### config.mk
export PLATFORM = sky130hd
export DESIGN_NAME = result_ascii_tx
export DESIGN_NICKNAME = d
export VERILOG_FILES = /design/src/rtl/aoc_pkg.sv /design/src/rtl/bin2bcd_iter.sv /design/src/rtl/result_ascii_tx.sv
export SDC_FILE = /design/constraint.sdc
export NUM_CORES = 1
export LEC_CHECK = 0
export ABC_AREA = 1
export BUFFER_PORTS_ARGS = -buffer_cell sky130_fd_sc_hd__buf_2
export CORE_ASPECT_RATIO = 0.5
export CORE_MARGIN = 2
export CORE_UTILIZATION = 58
export CTS_CLUSTER_SIZE = 30
export DETAILED_ROUTE_END_ITERATION = 16
export PLACE_DENSITY = 0.74
export SLEW_MARGIN = 20
export SYNTH_ARGS = -nofsm -noshare
export SYNTH_HDL_FRONTEND = slang
export SYNTH_HIERARCHICAL = 1
export SYNTH_SLANG_ARGS = --single-unit
### constraint.sdc
create_clock -name clk -period 3.25 [get_ports clk]
set_clock_uncertainty 0.1 [all_clocks]
set_input_delay 0.1625 -clock clk [delete_from_list [all_inputs] [get_ports clk]]
set_output_delay 0.1625 -clock clk [all_outputs]
set_load 0.02 [all_outputs]
### src/rtl/aoc_pkg.sv
// Shared constants and types for the solver byte-stream transmit path.
// RESULT_ASCII_TX_CRLF_EN adds a CR state ahead of the LF terminator.
package aoc_pkg;

   localparam logic [7:0] ASCII_ZERO = 8'd48;
   localparam logic [7:0] ASCII_LF   = 8'd10;
   localparam logic [7:0] ASCII_CR   = 8'd13;
   localparam logic [7:0] ASCII_DOT  = 8'd46;

   typedef enum logic [2:0] {
      IDLE,
      CONVERT,
      SEND_DIG,
`ifdef RESULT_ASCII_TX_CRLF_EN
      SEND_CR,
`endif
      SEND_TERM
   } tx_state_t;

   // ceil(width * log10(2)) in fixed point
   function automatic int min_digits(input int width);
      return (width * 30103 + 99999) / 100000;
   endfunction

endpackage

### src/rtl/bin2bcd_iter.sv
// Iterative double-dabble: one shift per cycle, DATA_W cycles per value.
// done is asserted during the final shift; bcd_out then already shows the result.
module bin2bcd_iter #(
   parameter int DATA_W = 64,
   parameter int DIGITS = 20
) (
   input  logic                  clk,
   input  logic                  rst,
   input  logic                  start,
   input  logic [DATA_W-1:0]     bin_in,
   output logic                  busy,
   output logic                  done,
   output logic [DIGITS*4-1:0]   bcd_out
);

   localparam int SR_W  = DIGITS * 4 + DATA_W;
   localparam int CNT_W = $clog2(DATA_W + 1);

   logic [SR_W-1:0]  sr_q, sr_d, adj;
   logic [CNT_W-1:0] cnt_q, cnt_d;
   logic             busy_q, busy_d;

   always_comb begin
      adj = sr_q;
      for (int d = 0; d < DIGITS; d++) begin
         if (adj[DATA_W+4*d +: 4] >= 4'd5)
            adj[DATA_W+4*d +: 4] = adj[DATA_W+4*d +: 4] + 4'd3;
      end
   end

   always_comb begin
      sr_d   = sr_q;
      cnt_d  = cnt_q;
      busy_d = busy_q;
      done   = 1'b0;
      if (start) begin
         sr_d   = {{(DIGITS*4){1'b0}}, bin_in};
         cnt_d  = '0;
         busy_d = 1'b1;
      end else if (busy_q) begin
         sr_d  = {adj[SR_W-2:0], 1'b0};
         cnt_d = cnt_q + 1'b1;
         if (cnt_q == CNT_W'(DATA_W - 1)) begin
            busy_d = 1'b0;
            done   = 1'b1;
         end
      end
   end

   always_ff @(posedge clk) begin
      if (rst) begin
         sr_q   <= '0;
         cnt_q  <= '0;
         busy_q <= 1'b0;
      end else begin
         sr_q   <= sr_d;
         cnt_q  <= cnt_d;
         busy_q <= busy_d;
      end
   end

   assign busy    = busy_q;
   assign bcd_out = sr_d[SR_W-1 -: DIGITS*4];

endmodule

### src/rtl/result_ascii_tx.sv
// Prints a binary result as decimal ASCII plus terminator on a byte channel.
// Define RESULT_ASCII_TX_CRLF_EN for a CR LF terminator instead of LF.
module result_ascii_tx
   import aoc_pkg::*;
#(
   parameter int DATA_W = 64,
   parameter int DIGITS = 20
) (
   input  logic              clk,
   input  logic              rst,
   input  logic [DATA_W-1:0] result_in,
   input  logic              result_valid,
   output logic              result_ready,
   output logic [7:0]        char_out,
   output logic              char_valid,
   input  logic              char_ready,
   output logic              tx_done
);

   localparam int PTR_W = (DIGITS > 1) ? $clog2(DIGITS) : 1;

   if (DIGITS < min_digits(DATA_W)) begin : g_bad_digits
      $error("DIGITS too small for DATA_W");
   end

   tx_state_t          state_q, state_d;
   logic [PTR_W-1:0]   ptr_q, ptr_d, lead_ptr;
   logic               tx_done_q, tx_done_d;
   logic               conv_start, conv_busy, conv_done;
   logic [DIGITS*4-1:0] conv_bcd;
   logic [3:0]         digit;
   logic               rdy_c, cv_c;
   logic [7:0]         co_c;

   bin2bcd_iter #(
      .DATA_W (DATA_W),
      .DIGITS (DIGITS)
   ) u_conv (
      .clk     (clk),
      .rst     (rst),
      .start   (conv_start),
      .bin_in  (result_in),
      .busy    (conv_busy),
      .done    (conv_done),
      .bcd_out (conv_bcd)
   );

   // Highest nonzero nibble; all-zero leaves 0 so a zero prints "0"
   always_comb begin
      lead_ptr = '0;
      for (int i = 0; i < DIGITS; i++) begin
         if (conv_bcd[4*i +: 4] != 4'd0)
            lead_ptr = PTR_W'(i);
      end
   end

   assign digit = conv_bcd[{ptr_q, 2'b00} +: 4];

   always_comb begin
      state_d    = state_q;
      ptr_d      = ptr_q;
      tx_done_d  = 1'b0;
      conv_start = 1'b0;
      rdy_c      = 1'b0;
      cv_c       = 1'b0;
      co_c       = 8'h00;
      unique case (state_q)
         IDLE: begin
            rdy_c = !conv_busy;
            if (result_valid && rdy_c) begin
               conv_start = 1'b1;
               state_d    = CONVERT;
            end
         end
         CONVERT: begin
            if (conv_done) begin
               ptr_d   = lead_ptr;
               state_d = SEND_DIG;
            end
         end
         SEND_DIG: begin
            cv_c = 1'b1;
            co_c = ASCII_ZERO + {4'd0, digit};
            if (char_ready) begin
               if (ptr_q == '0)
`ifdef RESULT_ASCII_TX_CRLF_EN
                  state_d = SEND_CR;
`else
                  state_d = SEND_TERM;
`endif
               else
                  ptr_d = ptr_q - 1'b1;
            end
         end
`ifdef RESULT_ASCII_TX_CRLF_EN
         SEND_CR: begin
            cv_c = 1'b1;
            co_c = ASCII_CR;
            if (char_ready)
               state_d = SEND_TERM;
         end
`endif
         SEND_TERM: begin
            cv_c = 1'b1;
            co_c = ASCII_LF;
            if (char_ready) begin
               tx_done_d = 1'b1;
               state_d   = IDLE;
            end
         end
         default: state_d = IDLE;
      endcase
   end

   always_ff @(posedge clk) begin
      if (rst) begin
         state_q   <= IDLE;
         ptr_q     <= '0;
         tx_done_q <= 1'b0;
      end else begin
         state_q   <= state_d;
         ptr_q     <= ptr_d;
         tx_done_q <= tx_done_d;
      end
   end

   // Outputs forced idle while reset is held
   assign result_ready = rdy_c && !rst;
   assign char_valid   = cv_c && !rst;
   assign char_out     = rst ? 8'h00 : co_c;
   assign tx_done      = tx_done_q;

endmodule

# Word level (Yosys, flattened, before mapping)
# Index checks and enable logic that the tools add are counted.
[word_totals]
word_cells = 159
output_inout_bits = 11
mem_bits_ro = 0
latch_bits = 0
n_memories = 0
mem_bits_rw = 0
input_bits = 68
reg_bits = 161
[classes]
div = 0
n_eq_ne = 10
magnitude_cmp = 20
n_addsub = 23
n_shift = 1
mul = 0
n_mux = 64
bitwise_logic = 1
reduce_logical = 33
[op_table]
columns = ["cell", "count"]
rows = [
  ["$mux 144", 2],
  ["$mux 5", 21],
  ["$ge 4x3->1 const B", 20],
  ["$shiftx 80x8->4", 1],
  ["$add 4x2->4 const B", 19],
  ["$mux 4", 19],
  ["$reduce_bool 4->1", 19],
  ["$mux 3", 6],
  ["$pmux 7 s2", 1],
  ["$mux 1", 12],
  ["$ne 2x2->1 const B", 6],
  ["$pmux 3 s4", 1],
  ["$pmux 5 s2", 1],
  ["$mux 8", 1],
  ["$add 6x4->7 const A", 1],
  ["$add 7x1->7 const B", 1],
  ["$eq 7x6->1 const B", 1],
  ["$eq 3x2->1 const B", 2],
  ["$reduce_or 2->1", 3],
  ["$logic_not 5->1", 1],
  ["$reduce_and 5->1", 1],
  ["$sub 5x1->5 const B", 1],
  ["$reduce_and 4->1", 1],
  ["$reduce_bool 2->1", 2],
  ["6 further kinds", 9],
]

# Logic depth before layout (Yosys ltp)
[logic_depth]
depth_word = 27
mapped_depth = 34
ltp_nobuf = 33

# Modules after synthesis
# Netlist, hierarchy kept.
[by_module_without_submodules]
columns = ["module", "seq_area_each_um2", "cells_per_inst", "area_each_um2", "n_inst"]
rows = [
  ["bin2bcd_iter", 3042.9, 1368, 9106.2, 1],
  ["result_ascii_tx", 160.2, 285, 1614.0, 1],
]

# Worst setup path before layout
# Ideal clock, no wire load.
[synth_path]
path_type = "flip-flop to flip-flop"
startpoint = "reg state_q[0]"
endpoint = "reg ptr_q[0]"
n_path_buf = 4
stages_incl_launch_ff = 33
arrival_time_ns = 2.700
synth_period_minus_slack_ns = 2.866
setup_slack_ns = 0.384
cell_sequence = "dfxtp_1 inv_1 ha_1 inv_1 nor2_1 buf_4 buf_2 clkbuf_1 nor2_1 buf_4 inv_1 nand2_1 nor2_2 nand2_1 nand2_1 nand2_1 nand2_1 nand2_1 nand2_1 nand2_1 nand2_1 nand2_1 nand2_1 nand2_1 nand2_1 nand2_1 nand2_1 nand2_1 nand2_1 nand2_1 nand2_1 nand2_1 a21oi_2"
[synth_between]
word_cells_on_any_way = 51
[synth_lines]
columns = ["element", "line_no", "text"]
rows = [
  ["start, declared", "result_ascii_tx.sv:26", "tx_state_t state_q, state_d;"],
  ["start signal, assigned", "result_ascii_tx.sv:121", "state_q <= state_d;"],
  ["$logic_not 3->1", "result_ascii_tx.sv:67", "unique case (state_q)"],
  ["$mux 1", "result_ascii_tx.sv:67", ""],
  ["via conv_start", "result_ascii_tx.sv:29", "logic conv_start, conv_busy, conv_done;"],
  ["$mux 144", "bin2bcd_iter.sv:36", "if (start) begin"],
  ["via u_conv.sr_d[75]", "bin2bcd_iter.sv:19", "logic [SR_W-1:0] sr_q, sr_d, adj;"],
  ["$reduce_bool 4->1", "result_ascii_tx.sv:52", "if (conv_bcd[4*i +: 4] != 4'd0)"],
  ["$mux 5 (18 in a row)", "result_ascii_tx.sv:52", ""],
  ["$mux 5", "result_ascii_tx.sv:76", "if (conv_done) begin"],
  ["$pmux 5 s2", "result_ascii_tx.sv:67", ""],
  ["end signal, assigned", "result_ascii_tx.sv:122", "ptr_q <= ptr_d;"],
  ["end, declared", "result_ascii_tx.sv:27", "logic [PTR_W-1:0] ptr_q, ptr_d, lead_ptr;"],
]
# The timed path passes the listed nets, and every way through them passes these cells. The select of a mux whose other input is x is not followed.
# A chain may end at the register's enable or synchronous reset.

# Final worst setup path
[layout_path]
startpoint = "reg state_q[0]"
endpoint = "out char_out[0]"
[layout_between]
elab_chain_cells = 7
word_cells_on_any_way = 9
[layout_rtl]
columns = ["element", "line_no", "text"]
rows = [
  ["$logic_not 3->1", "result_ascii_tx.sv:67", ""],
  ["$mux 1", "result_ascii_tx.sv:67", ""],
  ["via conv_start", "result_ascii_tx.sv:29", ""],
  ["$mux 144", "bin2bcd_iter.sv:36", ""],
  ["via conv_bcd[36]", "result_ascii_tx.sv:30", "logic [DIGITS*4-1:0] conv_bcd;"],
  ["$shiftx 80x8->4", "result_ascii_tx.sv:57", "assign digit = conv_bcd[{ptr_q, 2'b00} +: 4];"],
  ["$add 6x4->7", "result_ascii_tx.sv:83", "co_c = ASCII_ZERO + {4'd0, digit};"],
  ["$pmux 7 s2", "result_ascii_tx.sv:67", ""],
  ["$mux 8", "result_ascii_tx.sv:130", "assign char_out = rst ? 8'h00 : co_c;"],
  ["end, declared", "result_ascii_tx.sv:14", "output logic [7:0] char_out,"],
]
# The timed path passes the listed nets, and every way through them passes these cells.

==> impl_metrics.ini <==
[floorplanning]
die_x_um = 196
io_pins = 79
core_mm2 = 0.0183
die_h_um = 100
start_util = 0.587
dieArea_mm2 = 0.0197
floorplan.rows = 35

[grt]
antenna_found_initial = 0
grt_first_pass_wirelength_um = 46100
first_global_vias = 10100
grt-ovfl-total = 0
grt.total_usage = 0.282
grt_max_degree = 67

[placement]
globalplace.congestion = 0.856
numPortBuffers = 76
place_hpwl_um = 17600
dp_slack_ps = -39.3
place_area_mm2 = 0.0106

[timing]
min_period_over_period = 0.968
min_period_ps = 3150
rsz0062_at_grt = yes
tightest_slew_ps = 830
fmax_ghz = 0.318
slew_violations = 0
hold_viol_final = 0
setup_viol = 0
setup_ws_ps = 104
relSlewSlack = 0.446

[synth]
yosys.area.top_type = dfxtp_1
netlist.area_leader.share = 0.299
synthCells = 1653
syn_area_mm2 = 0.0107
netlist_top_cells_area = dfxtp_1, nor2_1, nand2_1
ys_types = 47
syn_area_per_cell_um2 = 6.49
ys_warn_count = 6
synthArstFlopShare = 0
ys.flop_type = dfxtp_1
ys_seq_elements = 160
synth-edff-count = 0
seq_area_frac_synth = 0.299

[critical_path]
crit_chain = inv_4, ha_4, inv_4, nor2_4, buf_12, buf_4, a21oi_1, nand2_1, inv_1, o21ai_0, o221ai_1, nand3_1, a31oi_1, a21oi_1, nor2_1, buf_4
end_kind = output pin
path_buf_inv = 6
worstPathMaxFanout = 16
cp-start-kind = flop
required_ps = 2990
crit_family = compound AO/OA/AOI/OAI gates
slowest_delay_ps = 380
arrival_ps = 2880
critical_path_class = flop to output pin
cp_slowest_cell = dfxtp_4

[power_and_ir_drop]
power.density_mw_per_mm2 = 800
leakage_uw = 0.00550
vdd_drop_max_uv = 412

[routing]
firstDrtPassIters = 6
wirelength_um = 28200
ant_nets = 0
vias = 10800
drc = 0
wl_per_cell_um = 14.6
detail_route.vias_per_cell = 5.62
drtIter0Drc = 776

[cts]
cts_root_buffer = clkbuf_16
cts_sinks = 160
clk_pin_slew_ps = 70
cts_max_path_buffers = 2
cts_tree = built
htreeDepth = 4
cts_buffers = 17
clk_latency_ps = 430

[layout]
num_antenna_cells = 0
stdcell_area_mm2 = 0.0120
drive_gt1_frac = 0.106
fin_nets = 1789
syn_to_final_growth_pct = 12.0

[status]
status = complete, no violations

[min_path]
hold_class = input pin to flop

[flow_run]
drv_cap = 0
kinds of logic after synthesis:
kind of cell | synth area share
adders and majority gates | 0.0549
buffers and inverters | 0.183
muxes | 0.00187
AOI/OAI and AO/OA | 0.163
DFF | 0.299
xor gates and xnor gates | 0.00163
and+or+nand+nor | 0.296
other | 0.000350
routing by layer:
layer / track usage / routed length, µm
met2: 0.502 / 13400
met5: 0 / 0
met3: 0.0558 / 1860
met4: 0.0903 / 516
met1: 0.346 / 12400
worst reg2reg max path: stages (launching register included):
cell     delay, ps
dfxtp_2        340
inv_2           80
ha_4           160
inv_4           60
nor2_4         170
buf_12         160
buf_4          130
a21oi_1         40
nand2_1        100
inv_1           80
nor4_4         330
nand2_1        100
nand2_1         70
nand2_1         70
nand2_1         80
nand2_1         40
nand2_1         70
nand2_1         50
nand2_1         70
nand2_1         50
nand2_1         70
nand2_1         50
nand2_1         80
nand2_1         40
nand2_1         70
nand2_1         60
nand2_2         60
a21oi_2         50
Yosys cell counts (4+ instances only):
cell / n
buf_6: 11
ha_1: 47
o21ai_0: 108
o21ai_1: 9
buf_4: 85
inv_2: 8
inv_1: 224
nor3_1: 53
nand3_1: 145
buf_2: 40
dfxtp_1: 160
clkbuf_1: 29
nor2_1: 262
o22ai_1: 8
and2_1: 4
a21oi_1: 99
a31oi_1: 6
o221ai_1: 56
nor4_1: 12
nand2_1: 253
path summary, 6_finish.rpt:
path,slack (ps),from,to,depth (start not counted)
worst max-delay path,100,state_q[0]$_SDFFE_PP0P_,char_out[0],16
worst min-delay path,30,result_in[63],u_conv/sr_q[63]$_SDFFE_PP0P_,3
worst max register to register,280,state_q[1]$_SDFFE_PP0P_,ptr_q[0]$_SDFFE_PP0P_,27
worst min register to register,380,u_conv/sr_q[49]$_SDFFE_PP0P_,u_conv/sr_q[49]$_SDFFE_PP0P_,2
flip-flops by register name, summed over array words and instances (netlist names):
signal	count
tx_done	1
u_conv/busy	1
state_q	2
u_conv/cnt_q	7
u_conv/sr_q	144
ptr_q	5
cells in the final DEF, fill, tap and decap left out, types with 55 or more instances in the layout:
cell type / Yosys / routed
nand2_1: 253 / 249
o221ai_1: 56 / 55
dlygate4sd3_1: 0 / 63
inv_1: 224 / 218
dfxtp_1: 160 / 151
nor2_1: 262 / 261
a21oi_1: 99 / 99
buf_2: 40 / 75
nand3_1: 145 / 145
o21ai_0: 108 / 106
layout make-up:
| class | instances | area (µm²) |
|---|---|---|
| Fill cell | 1510 | 6250 |
| Multi-Input combinational cell | 1094 | 5620 |
| Sequential cell | 160 | 3220 |
| Timing Repair Buffer | 167 | 1340 |
| Inverter | 234 | 890 |
| Clock buffer | 17 | 425 |
| Tap cell | 240 | 300 |
| Clock inverter | 14 | 216 |
per-stage QoR:
step | hold WS, ps | total power [µW] | std cells | setup TNS [ps] | util
floorplan | 125 | 6450 | 1654 | 0 | -
global placement | 307 | 6850 | 1822 | 0 | 0.578
detailed placement | 309 | 6970 | 1822 | -39.3 | 0.578
CTS | 13.7 | 9320 | 1920 | 0 | 0.649
global route | 44.6 | 10300 | 1926 | -134 | 0.658
finish | 32.7 | 9610 | 1926 | 0 | 0.658
what timing repair did:
action / 4_1_cts / 5_1_grt
hold buffers: 63 / 0
gates resized for setup: 2 / 36
endpoints found under the setup margin: 7 / 6
setup buffers: 3 / 6
pin swaps: 1 / 7
endpoints found under the hold margin: 63 / 0
cloned: 1 / 0
power by group:
| part | internal, µW | leakage, µW | total (µW) | switching [µW] |
|---|---|---|---|---|
| clock network | 1310 | 0.000310 | 2230 | 918 |
| registers | 2450 | 0.00132 | 2830 | 373 |
| logic | 1650 | 0.00388 | 4550 | 2900 |
| total | 5420 | 0.00550 | 9610 | 4190 |
Power figures use the tool's default switching activity.
